### src/rtl/ex_stage.sv
// ex_stage -- execute stage of the pipeline.
//
// Takes the registered ID/EX fields and computes the ALU result, the signed
// compare / branch decision and the branch target. Every result is registered
// into the stage's own EX/MEM output latch (latency 1 for single-cycle ops).
//
// Build option:
//   MUL_EN  when defined, aluOp 8 runs an iterative shift-add multiplier.
//           It holds stall_req high for DATA_BIT_WIDTH+1 cycles and then
//           registers the low word of the unsigned product. When undefined,
//           aluOp 8 is an undefined code (result 0) and stall_req is tied 0.
//
// Ports:
//   clk, reset (synchronous, active-high), flush (clear outputs, abort multiply)
//   pcIncrementedIn, regData1In, regData2In, immvalIn  datapath operands
//   regWriteNoIn, opcodeIn, wrMemIn, wrRegIn, dstRegMuxSelIn  pass-through control
//   allowBrIn, brBaseMuxSelIn, alu2MuxSelIn, aluOpIn, cmpOpIn  EX control
//   aluResultOut, brTakenOut, brTargetOut  registered results
//   regData2Out, pcIncrementedOut, regWriteNoOut, opcodeOut, wrMemOut,
//   wrRegOut, dstRegMuxSelOut               registered pass-through
//   stall_req  combinational: upstream latches hold while high
module ex_stage #(
    parameter int                        DATA_BIT_WIDTH = 32,
    parameter logic [DATA_BIT_WIDTH-1:0] RESET_VALUE    = '0,
    parameter int                        Mux4bit        = 2
) (
    input  logic                      clk,
    input  logic                      reset,
    input  logic                      flush,
    input  logic [DATA_BIT_WIDTH-1:0] pcIncrementedIn,
    input  logic [DATA_BIT_WIDTH-1:0] regData1In,
    input  logic [DATA_BIT_WIDTH-1:0] regData2In,
    input  logic [DATA_BIT_WIDTH-1:0] immvalIn,
    input  logic [3:0]                regWriteNoIn,
    input  logic [3:0]                opcodeIn,
    input  logic                      allowBrIn,
    input  logic                      brBaseMuxSelIn,
    input  logic [Mux4bit-1:0]        alu2MuxSelIn,
    input  logic [3:0]                aluOpIn,
    input  logic [3:0]                cmpOpIn,
    input  logic                      wrMemIn,
    input  logic                      wrRegIn,
    input  logic [1:0]                dstRegMuxSelIn,
    output logic [DATA_BIT_WIDTH-1:0] aluResultOut,
    output logic                      brTakenOut,
    output logic [DATA_BIT_WIDTH-1:0] brTargetOut,
    output logic [DATA_BIT_WIDTH-1:0] regData2Out,
    output logic [DATA_BIT_WIDTH-1:0] pcIncrementedOut,
    output logic [3:0]                regWriteNoOut,
    output logic [3:0]                opcodeOut,
    output logic                      wrMemOut,
    output logic                      wrRegOut,
    output logic [1:0]                dstRegMuxSelOut,
    output logic                      stall_req
);
    localparam int W = DATA_BIT_WIDTH;

    typedef struct packed {
        logic [W-1:0] alu_result;
        logic         br_taken;
        logic [W-1:0] br_target;
        logic [W-1:0] reg_data2;
        logic [W-1:0] pc_incremented;
        logic [3:0]   reg_write_no;
        logic [3:0]   opcode;
        logic         wr_mem;
        logic         wr_reg;
        logic [1:0]   dst_reg_mux_sel;
    } ex_out_t;

    function automatic logic [W-1:0] alu_fn(input logic [3:0] op,
                                            input logic signed [W-1:0] a,
                                            input logic signed [W-1:0] b);
        case (op)
            4'h0:    alu_fn = a + b;
            4'h1:    alu_fn = a - b;
            4'h4:    alu_fn = a & b;
            4'h5:    alu_fn = a | b;
            4'h6:    alu_fn = a ^ b;
            4'hC:    alu_fn = ~(a & b);
            4'hD:    alu_fn = ~(a | b);
            4'hE:    alu_fn = ~(a ^ b);
            default: alu_fn = '0;
        endcase
    endfunction

    function automatic logic cmp_fn(input logic [3:0] op,
                                    input logic signed [W-1:0] a,
                                    input logic signed [W-1:0] b);
        case (op)
            4'h1:    cmp_fn = (a == b);
            4'h2:    cmp_fn = (a < b);
            4'h3:    cmp_fn = (a <= b);
            4'h8:    cmp_fn = 1'b1;
            4'h9:    cmp_fn = (a != b);
            4'hA:    cmp_fn = (a >= b);
            4'hB:    cmp_fn = (a > b);
            default: cmp_fn = 1'b0;
        endcase
    endfunction

    // bubble=1 forces the enables low; otherwise every field takes RESET_VALUE
    function automatic ex_out_t reset_fields(input logic bubble);
        reset_fields.alu_result      = RESET_VALUE;
        reset_fields.br_taken        = bubble ? 1'b0 : RESET_VALUE[0];
        reset_fields.br_target       = RESET_VALUE;
        reset_fields.reg_data2       = RESET_VALUE;
        reset_fields.pc_incremented  = RESET_VALUE;
        reset_fields.reg_write_no    = RESET_VALUE[3:0];
        reset_fields.opcode          = RESET_VALUE[3:0];
        reset_fields.wr_mem          = bubble ? 1'b0 : RESET_VALUE[0];
        reset_fields.wr_reg          = bubble ? 1'b0 : RESET_VALUE[0];
        reset_fields.dst_reg_mux_sel = RESET_VALUE[1:0];
    endfunction

    logic signed [W-1:0] op_a_p0;
    logic signed [W-1:0] op_b_p0;
    logic                cmp_p0;
    logic                cmp_mode_p0;
    ex_out_t             calc_p0;
    ex_out_t             nxt_p0;
    ex_out_t             out_p1;

    // ---- stage p0: single-cycle execute ----
    always_comb begin
        op_a_p0 = regData1In;
        case (alu2MuxSelIn)
            Mux4bit'(0): op_b_p0 = regData2In;
            Mux4bit'(1): op_b_p0 = immvalIn;
            Mux4bit'(2): op_b_p0 = immvalIn << 16;
            default:     op_b_p0 = '0;
        endcase
        cmp_p0      = cmp_fn(cmpOpIn, signed'(regData1In), signed'(regData2In));
        // a non-branch compare writes its boolean into the ALU result
        cmp_mode_p0 = (cmpOpIn != 4'h0) && !allowBrIn;

        calc_p0.alu_result      = cmp_mode_p0 ? W'(cmp_p0) : alu_fn(aluOpIn, op_a_p0, op_b_p0);
        calc_p0.br_taken        = allowBrIn & cmp_p0;
        calc_p0.br_target       = (brBaseMuxSelIn ? regData1In : pcIncrementedIn) + (immvalIn << 2);
        calc_p0.reg_data2       = regData2In;
        calc_p0.pc_incremented  = pcIncrementedIn;
        calc_p0.reg_write_no    = regWriteNoIn;
        calc_p0.opcode          = opcodeIn;
        calc_p0.wr_mem          = wrMemIn;
        calc_p0.wr_reg          = wrRegIn;
        calc_p0.dst_reg_mux_sel = dstRegMuxSelIn;
    end

`ifdef MUL_EN
    typedef enum logic [1:0] {IDLE, BUSY, DONE} mul_state_t;

    localparam int            CW       = (W > 1) ? $clog2(W) : 1;
    localparam logic [CW-1:0] CNT_LAST = CW'(W - 1);

    mul_state_t    state;
    mul_state_t    state_nxt;
    logic [CW-1:0] cnt;
    logic [W-1:0]  mul_a;
    logic [W-1:0]  mul_b;
    logic [W-1:0]  acc;
    ex_out_t       held;
    logic          held_cmp_mode;
    logic          mul_start;
    logic          bubble;

    assign mul_start = (state == IDLE) && (aluOpIn == 4'h8);

    always_ff @(posedge clk) begin
        if (reset || flush) state <= IDLE;
        else                state <= state_nxt;
    end

    always_comb begin
        state_nxt = state;
        case (state)
            IDLE:    if (aluOpIn == 4'h8) state_nxt = BUSY;
            BUSY:    if (cnt == CNT_LAST) state_nxt = DONE;
            DONE:    state_nxt = IDLE;
            default: state_nxt = IDLE;
        endcase
    end

    always_comb begin
        bubble    = mul_start || (state == BUSY);
        stall_req = bubble && !reset;
    end

    always_ff @(posedge clk) begin
        if (reset || flush)     cnt <= '0;
        else if (mul_start)     cnt <= '0;
        else if (state == BUSY) cnt <= cnt + CW'(1);
    end

    // operands and control are latched once at entry; nothing is re-sampled mid-op
    always_ff @(posedge clk) begin
        if (mul_start) begin
            mul_a         <= regData1In;
            mul_b         <= op_b_p0;
            acc           <= '0;
            held          <= calc_p0;
            held_cmp_mode <= cmp_mode_p0;
        end else if (state == BUSY) begin
            if (mul_b[0]) acc <= acc + mul_a;
            mul_a <= mul_a << 1;
            mul_b <= mul_b >> 1;
        end
    end

    always_comb begin
        nxt_p0 = calc_p0;
        if (bubble) begin
            nxt_p0 = reset_fields(1'b1);
        end else if (state == DONE) begin
            nxt_p0 = held;
            if (!held_cmp_mode) nxt_p0.alu_result = acc;
        end
    end
`else
    always_comb begin
        nxt_p0    = calc_p0;
        stall_req = 1'b0;
    end
`endif

    // ---- stage p1: EX/MEM output latch ----
    always_ff @(posedge clk) begin
        if (reset || flush) out_p1 <= reset_fields(1'b0);
        else                out_p1 <= nxt_p0;
    end

    assign aluResultOut     = out_p1.alu_result;
    assign brTakenOut       = out_p1.br_taken;
    assign brTargetOut      = out_p1.br_target;
    assign regData2Out      = out_p1.reg_data2;
    assign pcIncrementedOut = out_p1.pc_incremented;
    assign regWriteNoOut    = out_p1.reg_write_no;
    assign opcodeOut        = out_p1.opcode;
    assign wrMemOut         = out_p1.wr_mem;
    assign wrRegOut         = out_p1.wr_reg;
    assign dstRegMuxSelOut  = out_p1.dst_reg_mux_sel;
endmodule

### config.mk
export PLATFORM = sky130hd
export DESIGN_NAME = ex_stage
export DESIGN_NICKNAME = d
export VERILOG_FILES = /design/src/rtl/ex_stage.sv
export SDC_FILE = /design/constraint.sdc
export NUM_CORES = 1
export LEC_CHECK = 0
export ABC_AREA = 1
export CAP_MARGIN = 10
export CORE_MARGIN = 5
export CORE_UTILIZATION = 65
export DETAILED_ROUTE_END_ITERATION = 16
export DONT_BUFFER_PORTS = 1
export PLACE_DENSITY = 0.84
export SYNTH_ARGS = -nofsm -noshare
export SYNTH_HDL_FRONTEND = slang
export SYNTH_SLANG_ARGS = --single-unit
### constraint.sdc
create_clock -name clk -period 8.32 [get_ports clk]
set_input_delay 0.832 -clock clk [delete_from_list [all_inputs] [get_ports clk]]
set_output_delay 0.832 -clock clk [all_outputs]
set_load 0.005 [all_outputs]
== Word level (Yosys, flattened, before mapping) ==
Index checks and enable logic that the tools add are counted.

* Flip-flop bits (word level): 141
* Input bits: 155
* Logic and storage cells: 55

* Add/subtract/negate cells: 3
* $lt $le $gt $ge: 4
* Equal/unequal tests: 18
* Multiplexer cells: 5
* Bitwise logic cells: 7
* Reductions and logical operators: 7

{| class="wikitable"
|+ Operators by type and width
! operator !! count
|-
| $pmux W32 S8 || 1
|-
| $not A32 Y32 || 3
|-
| $pmux W32 S3 || 1
|-
| $add A32 B32 Y32 || 2
|-
| $and A32 B32 Y32 || 1
|-
| $eq A32 B32 Y1 || 1
|-
| $ge A32 B32 Y1 || 1
|-
| $gt A32 B32 Y1 || 1
|-
| $le A32 B32 Y1 || 1
|-
| $lt A32 B32 Y1 || 1
|-
| $mux W32 || 1
|-
| $ne A32 B32 Y1 || 1
|-
| $or A32 B32 Y32 || 1
|-
| $sub A32 B32 Y32 || 1
|-
| $xor A32 B32 Y32 || 1
|-
| $eq A4 B4 Y1 const B || 7
|-
| $eq A4 B3 Y1 const B || 3
|-
| $eq A4 B1 Y1 const B || 2
|-
| $eq A4 B2 Y1 const B || 2
|-
| $pmux W1 S7 || 1
|-
| $logic_not A4 Y1 || 1
|-
| $reduce_bool A4 Y1 || 1
|-
| $eq A2 B1 Y1 const B || 1
|-
| $eq A2 B2 Y1 const B || 1
|-
| 7 further kinds || 7
|}

== Longest topological paths before layout ==
* Depth after elaboration: 6
* Gate-level depth with buffers: 30
* Gate-level depth less buffers: 28

== Worst setup path after synthesis ==
OpenSTA, ideal clock, no wires.

* Kind: in2reg
* Start point: input port alu2MuxSelIn[0]
* End point: register out_p1, in the netlist aluResultOut[18]
* Setup time: 132 ps
* Arrival: 3,819 ps
* Setup slack: 4,369 ps
* Cell stages on the path: 23
* Cell sequence: buf_4 -> nor2_4 -> buf_6 -> nand2_1 -> o21ai_1 -> inv_1 -> ha_1 -> inv_1 -> nor2_4 -> nand4_1 -> nor2_2 -> inv_1 -> nand2_1 -> xor2_1 -> ha_1 -> nand2_1 -> nor2_1 -> nand2_1 -> o21ai_0 -> a21oi_1 -> or2_2 -> nand3_1 -> a31oi_1

* Cells in the longest elaborated chain, start to end: 5
* Elaborated cells between the ends (all ways): 13
* Classes of those cells: add/sub (2); eq/ne (2); mux (2); bitwise (6); reduce/logical (1)

{| class="wikitable"
|+ RTL lines
! what !! RTL line !! RTL
|-
| start, declared || 38 || <nowiki>input logic [Mux4bit-1:0] alu2MuxSelIn,</nowiki>
|-
| $eq A2 B2 Y1 (tied with other cells) || 127 || <nowiki>case (alu2MuxSelIn)</nowiki>
|-
| $pmux W32 S3 * || 127 ||
|-
| branches (longest 2 deep; another with $sub A32 B32 Y32) || -- ||
|-
| $pmux W32 S8 * || 74 || <nowiki>case (op)</nowiki>
|-
| end signal, assigned || 227 || <nowiki>if (reset || flush) out_p1 <= reset_fields(1'b0);</nowiki>
|-
| end signal, assigned || 228 || <nowiki>else out_p1 <= nxt_p0;</nowiki>
|-
| end, declared || 122 || <nowiki>ex_out_t out_p1;</nowiki>
|}

Every way passes the cells marked *.
A chain may end at the register's enable or synchronous reset.

== Worst setup path after layout ==
* Start point: input port aluOpIn[1]
* End point: register out_p1, in the netlist aluResultOut[28]

* Cells in the longest elaborated chain, start to end: 2
* Elaborated cells between the ends (all ways): 9
* Classes of those cells: eq/ne (7); mux (1); reduce/logical (1)

{| class="wikitable"
|+ RTL lines
! what !! RTL line !! RTL
|-
| start, declared || 39 || <nowiki>input logic [3:0] aluOpIn,</nowiki>
|-
| $eq A4 B4 Y1 (tied with other cells) || 74 ||
|-
| $pmux W32 S8 * || 74 ||
|}

Every way passes the cells marked *; elsewhere a longest branch is shown, timed or not.

==> flow_summary_export.csv <==
group,metric,value,unit
clock_network,cts-buffers-inserted,17,
logic_synthesis,synth_seq_cells,141,
setup_path,cp_data_arrival_time,4.93,ns
sta,fin_crit,4.67,ns
sta,slew_viol_final,0,
sta,tightest_slew,1.14,ns
sta,slew_headroom,0.242,
setup_path,critPathLaunchType,"input port",
logic_synthesis,synth-async-reset-ratio,0,
floorplanning,rows,50,
finish,utilization,0.693,
logic_synthesis,syn_area,0.0121,mm²
run,max_cap_violations,0,
global_route,grt_pass1_wl,67500,µm
worst_hold_path,hp-class,"input port to flip-flop",
placed_design,port_buffers,0,
logic_synthesis,syn_avg_cell_area,6.53,µm²
sta,rsz0062_at_grt,"false",
setup_path,path_max_fanout,23,
route,drt_iter0_drc,1519,
logic_synthesis,syn_nets,2166,
floorplanning,start_util,0.654,
clock_network,clock-sinks,141,
sta,fin_tns_setup,0,ns
finish,areaGrowthSynthToFinish,5.98,%
route,routedWlPerCell,21.5,µm
finish,drive_gt1_frac,0.0478,
clock_network,cts_resized,0,
clock_network,cts_tree,"yes",
route,routed_wl,44600,µm
placed_design,dp_hpwl,35100,µm
floorplanning,die_h,146,µm
clock_network,cts-root-buf,"clkbuf_16",
clock_network,clk_path_buf_depth,2,
logic_synthesis,synth_top_flop_cell,"dfxtp_1",
global_route,overflow,0,
logic_synthesis,ys_seq_area_frac,0.233,
sta,setup_viol,0,
placed_design,place_congestion,1.03,
power_and_ir_drop,p_leak,6.60,nW
floorplanning,die_x,146,µm
logic_synthesis,synth-edff-count,0,
logic_synthesis,yosysTopAreaCell,"dfxtp_1",
logic_synthesis,synthMuxAreaShare,0,
global_route,grt_max_degree,87,
global_route,groute.usage.overall,0.399,
logic_synthesis,synth_top_family_by_area,"simple AND/OR/NAND/NOR gates",
sta,period_share,0.561,
logic_synthesis,synthAdderAreaFrac,0.166,
power_and_ir_drop,power.density,171,mW/mm²
finish,fill_cells,1654,
clock_network,h-tree-depth,4,
sta,hold_viol,0,
setup_path,cp-end-kind,"flip-flop",
setup_path,path_class,"input port to flip-flop",
logic_synthesis,ys_types,54,
floorplanning,die_area,0.0214,mm²
logic_synthesis,synthSimpleGateAreaFrac,0.258,
setup_path,crit_required,8.58,ns
clock_network,cts_post_setup_buffers_inserted,0,
global_route,antenna_found_initial,0,
clock_network,cts.clk_slew.worst_paths,0.07,ns
logic_synthesis,yosys-top-cells-area,"dfxtp_1, ha_1, nand2_1, inv_1, nor2_1",
global_route,grt_pass1_vias,12006,
finish,nets,2143,
floorplanning,io_pins,297,
route,via_count,12882,
route,drc,0,
power_and_ir_drop,peakVddDrop,0.150,mV
route,drtAntennaViolNets,0,
outcome,status,"complete, no violations",
logic_synthesis,postSynthCellCount,1852,
clock_network,holdBufCountCts,0,
logic_synthesis,synth_warnings,0,
route,via_per_inst,6.21,
finish,antenna_cells,0,
sta,fmax,0.214,GHz
logic_synthesis,synth-compound-area-share,0.211,
floorplanning,coreArea,0.0185,mm²
logic_synthesis,synth_xor_area_frac,0.0232,
logic_synthesis,synth_top_area_share,0.233,
route,drtPass1Iterations,6,
-- registers in the layout, indices dropped and copies added (netlist names) --
name and count:
dstRegMuxSelOut 2, brTargetOut 32, pcIncrementedOut 32, opcodeOut 4
regWriteNoOut 4, wrMemOut 1, wrRegOut 1, brTakenOut 1
aluResultOut 32, regData2Out 32
-- metrics by stage --
stage / cell area [µm²] / hold WS [ns] / power (mW) / std cells / setup WS, ns
2_1_floorplan: 12100 / 0.944 / 1.24 / 1852 / 4.37
3_3_place_gp: 12200 / 0.934 / 1.39 / 2044 / 3.46
3_5_place_dp: 12200 / 0.935 / 1.40 / 2044 / 3.42
4_1_cts: 12800 / 0.486 / 2.16 / 2076 / 3.85
5_1_grt: 12800 / 0.481 / 2.30 / 2076 / 3.41
6_report: 12800 / 0.490 / 2.19 / 2076 / 3.65
-- final cells by class --
class / count / area (µm²) / area share
multi-input cells: 1371 / 7960 / 0.621
well taps: 234 / 293 / 0.0228
inverters: 288 / 1080 / 0.0845
flip-flops and latches: 141 / 2820 / 0.220
clock inverters: 15 / 166 / 0.0130
repair buffers: 10 / 75.1 / 0.00585
clock buffers: 17 / 425 / 0.0332
-- logic make-up (layout without fill, tap and decap cells) --
family	Yosys count	after routing
adder cells (fa/ha/maj)	159	159
flip-flops	141	141
buffers and inverters	340	330
other	1	1
AND/OR/NAND/NOR	745	745
AO/OA/AOI/OAI	434	434
XOR/XNOR	32	32
-- cell usage after synthesis (9+ instances only) --
cell and count:
clkbuf_1 40, xor2_1 28, nand3_1 112, dfxtp_1 141, nor3_1 16, inv_1 284, nand4_1 11, o21a_1 10
ha_1 157, a21oi_1 156, nand2_1 350, nor2_1 222, o21ai_0 155, o21ai_2 9, o2111a_1 10, a31oi_1 16
a2111oi_0 9, a21o_1 16
-- report_power, final --
group,leakage (nW),internal (mW),switching [mW]
registers,1.16,0.708,0.0205
clock network,0.288,0.404,0.371
logic,5.15,0.230,0.454
total,6.60,1.34,0.846
-- critical path, stage by stage --
cell     delay [ns]
nor2_1         0.07
nand2_1        0.07
buf_4          0.29
nor2_1         0.08
buf_4          0.20
inv_1          0.60
o21ai_0        0.43
fa_1           0.49
inv_1          0.08
nand2_1        0.08
a21oi_1        0.23
a21oi_1        0.18
o21ai_0        0.52
nand2_1        0.12
nand2_1        0.17
nand3_1        0.17
nand2_1        0.09
nand2_1        0.05
nand3_1        0.07
a21oi_1        0.09
-- final timing paths --
| kind | cells after the start | slack (ns) | start | to |
|---|---|---|---|---|
| min | 1 | 0.49 | brBaseMuxSelIn | brTargetOut[1] |
| max | 20 | 3.65 | aluOpIn[1] | aluResultOut[28] |
-- placed cells by master (no fill, tap or decap), types with 5 or more instances in the layout --
master     count
inv_1        283
clkbuf_16     17
o21ai_0      155
ha_1         157
xor2_1        28
a31oi_1       16
nor3_1        16
o22ai_1        6
o211ai_1       6
o21bai_1       7
a21o_1        16
o2111a_1      10
nand3_1      112
inv_6          5
a2111oi_0      9
o21ai_2        9
o221a_2        5
a21oi_1      156
or2_2          6
nand2_1      350
nor2_4         5
nor2_1       220
nor2_2         9
nand3b_1       6
nand4_1       11
buf_4         10
o21ai_1        7
o21a_1        10
dfxtp_1      141
-- per-layer routing --
metal  vias up  track usage  share of wire
li1       6059            -              -
met1      5773        0.505           0.38
met2       864        0.624           0.44
met3       186        0.122           0.13
met4         0        0.184          0.055
met5         -            0              0
(Power assumes the default switching activity.)
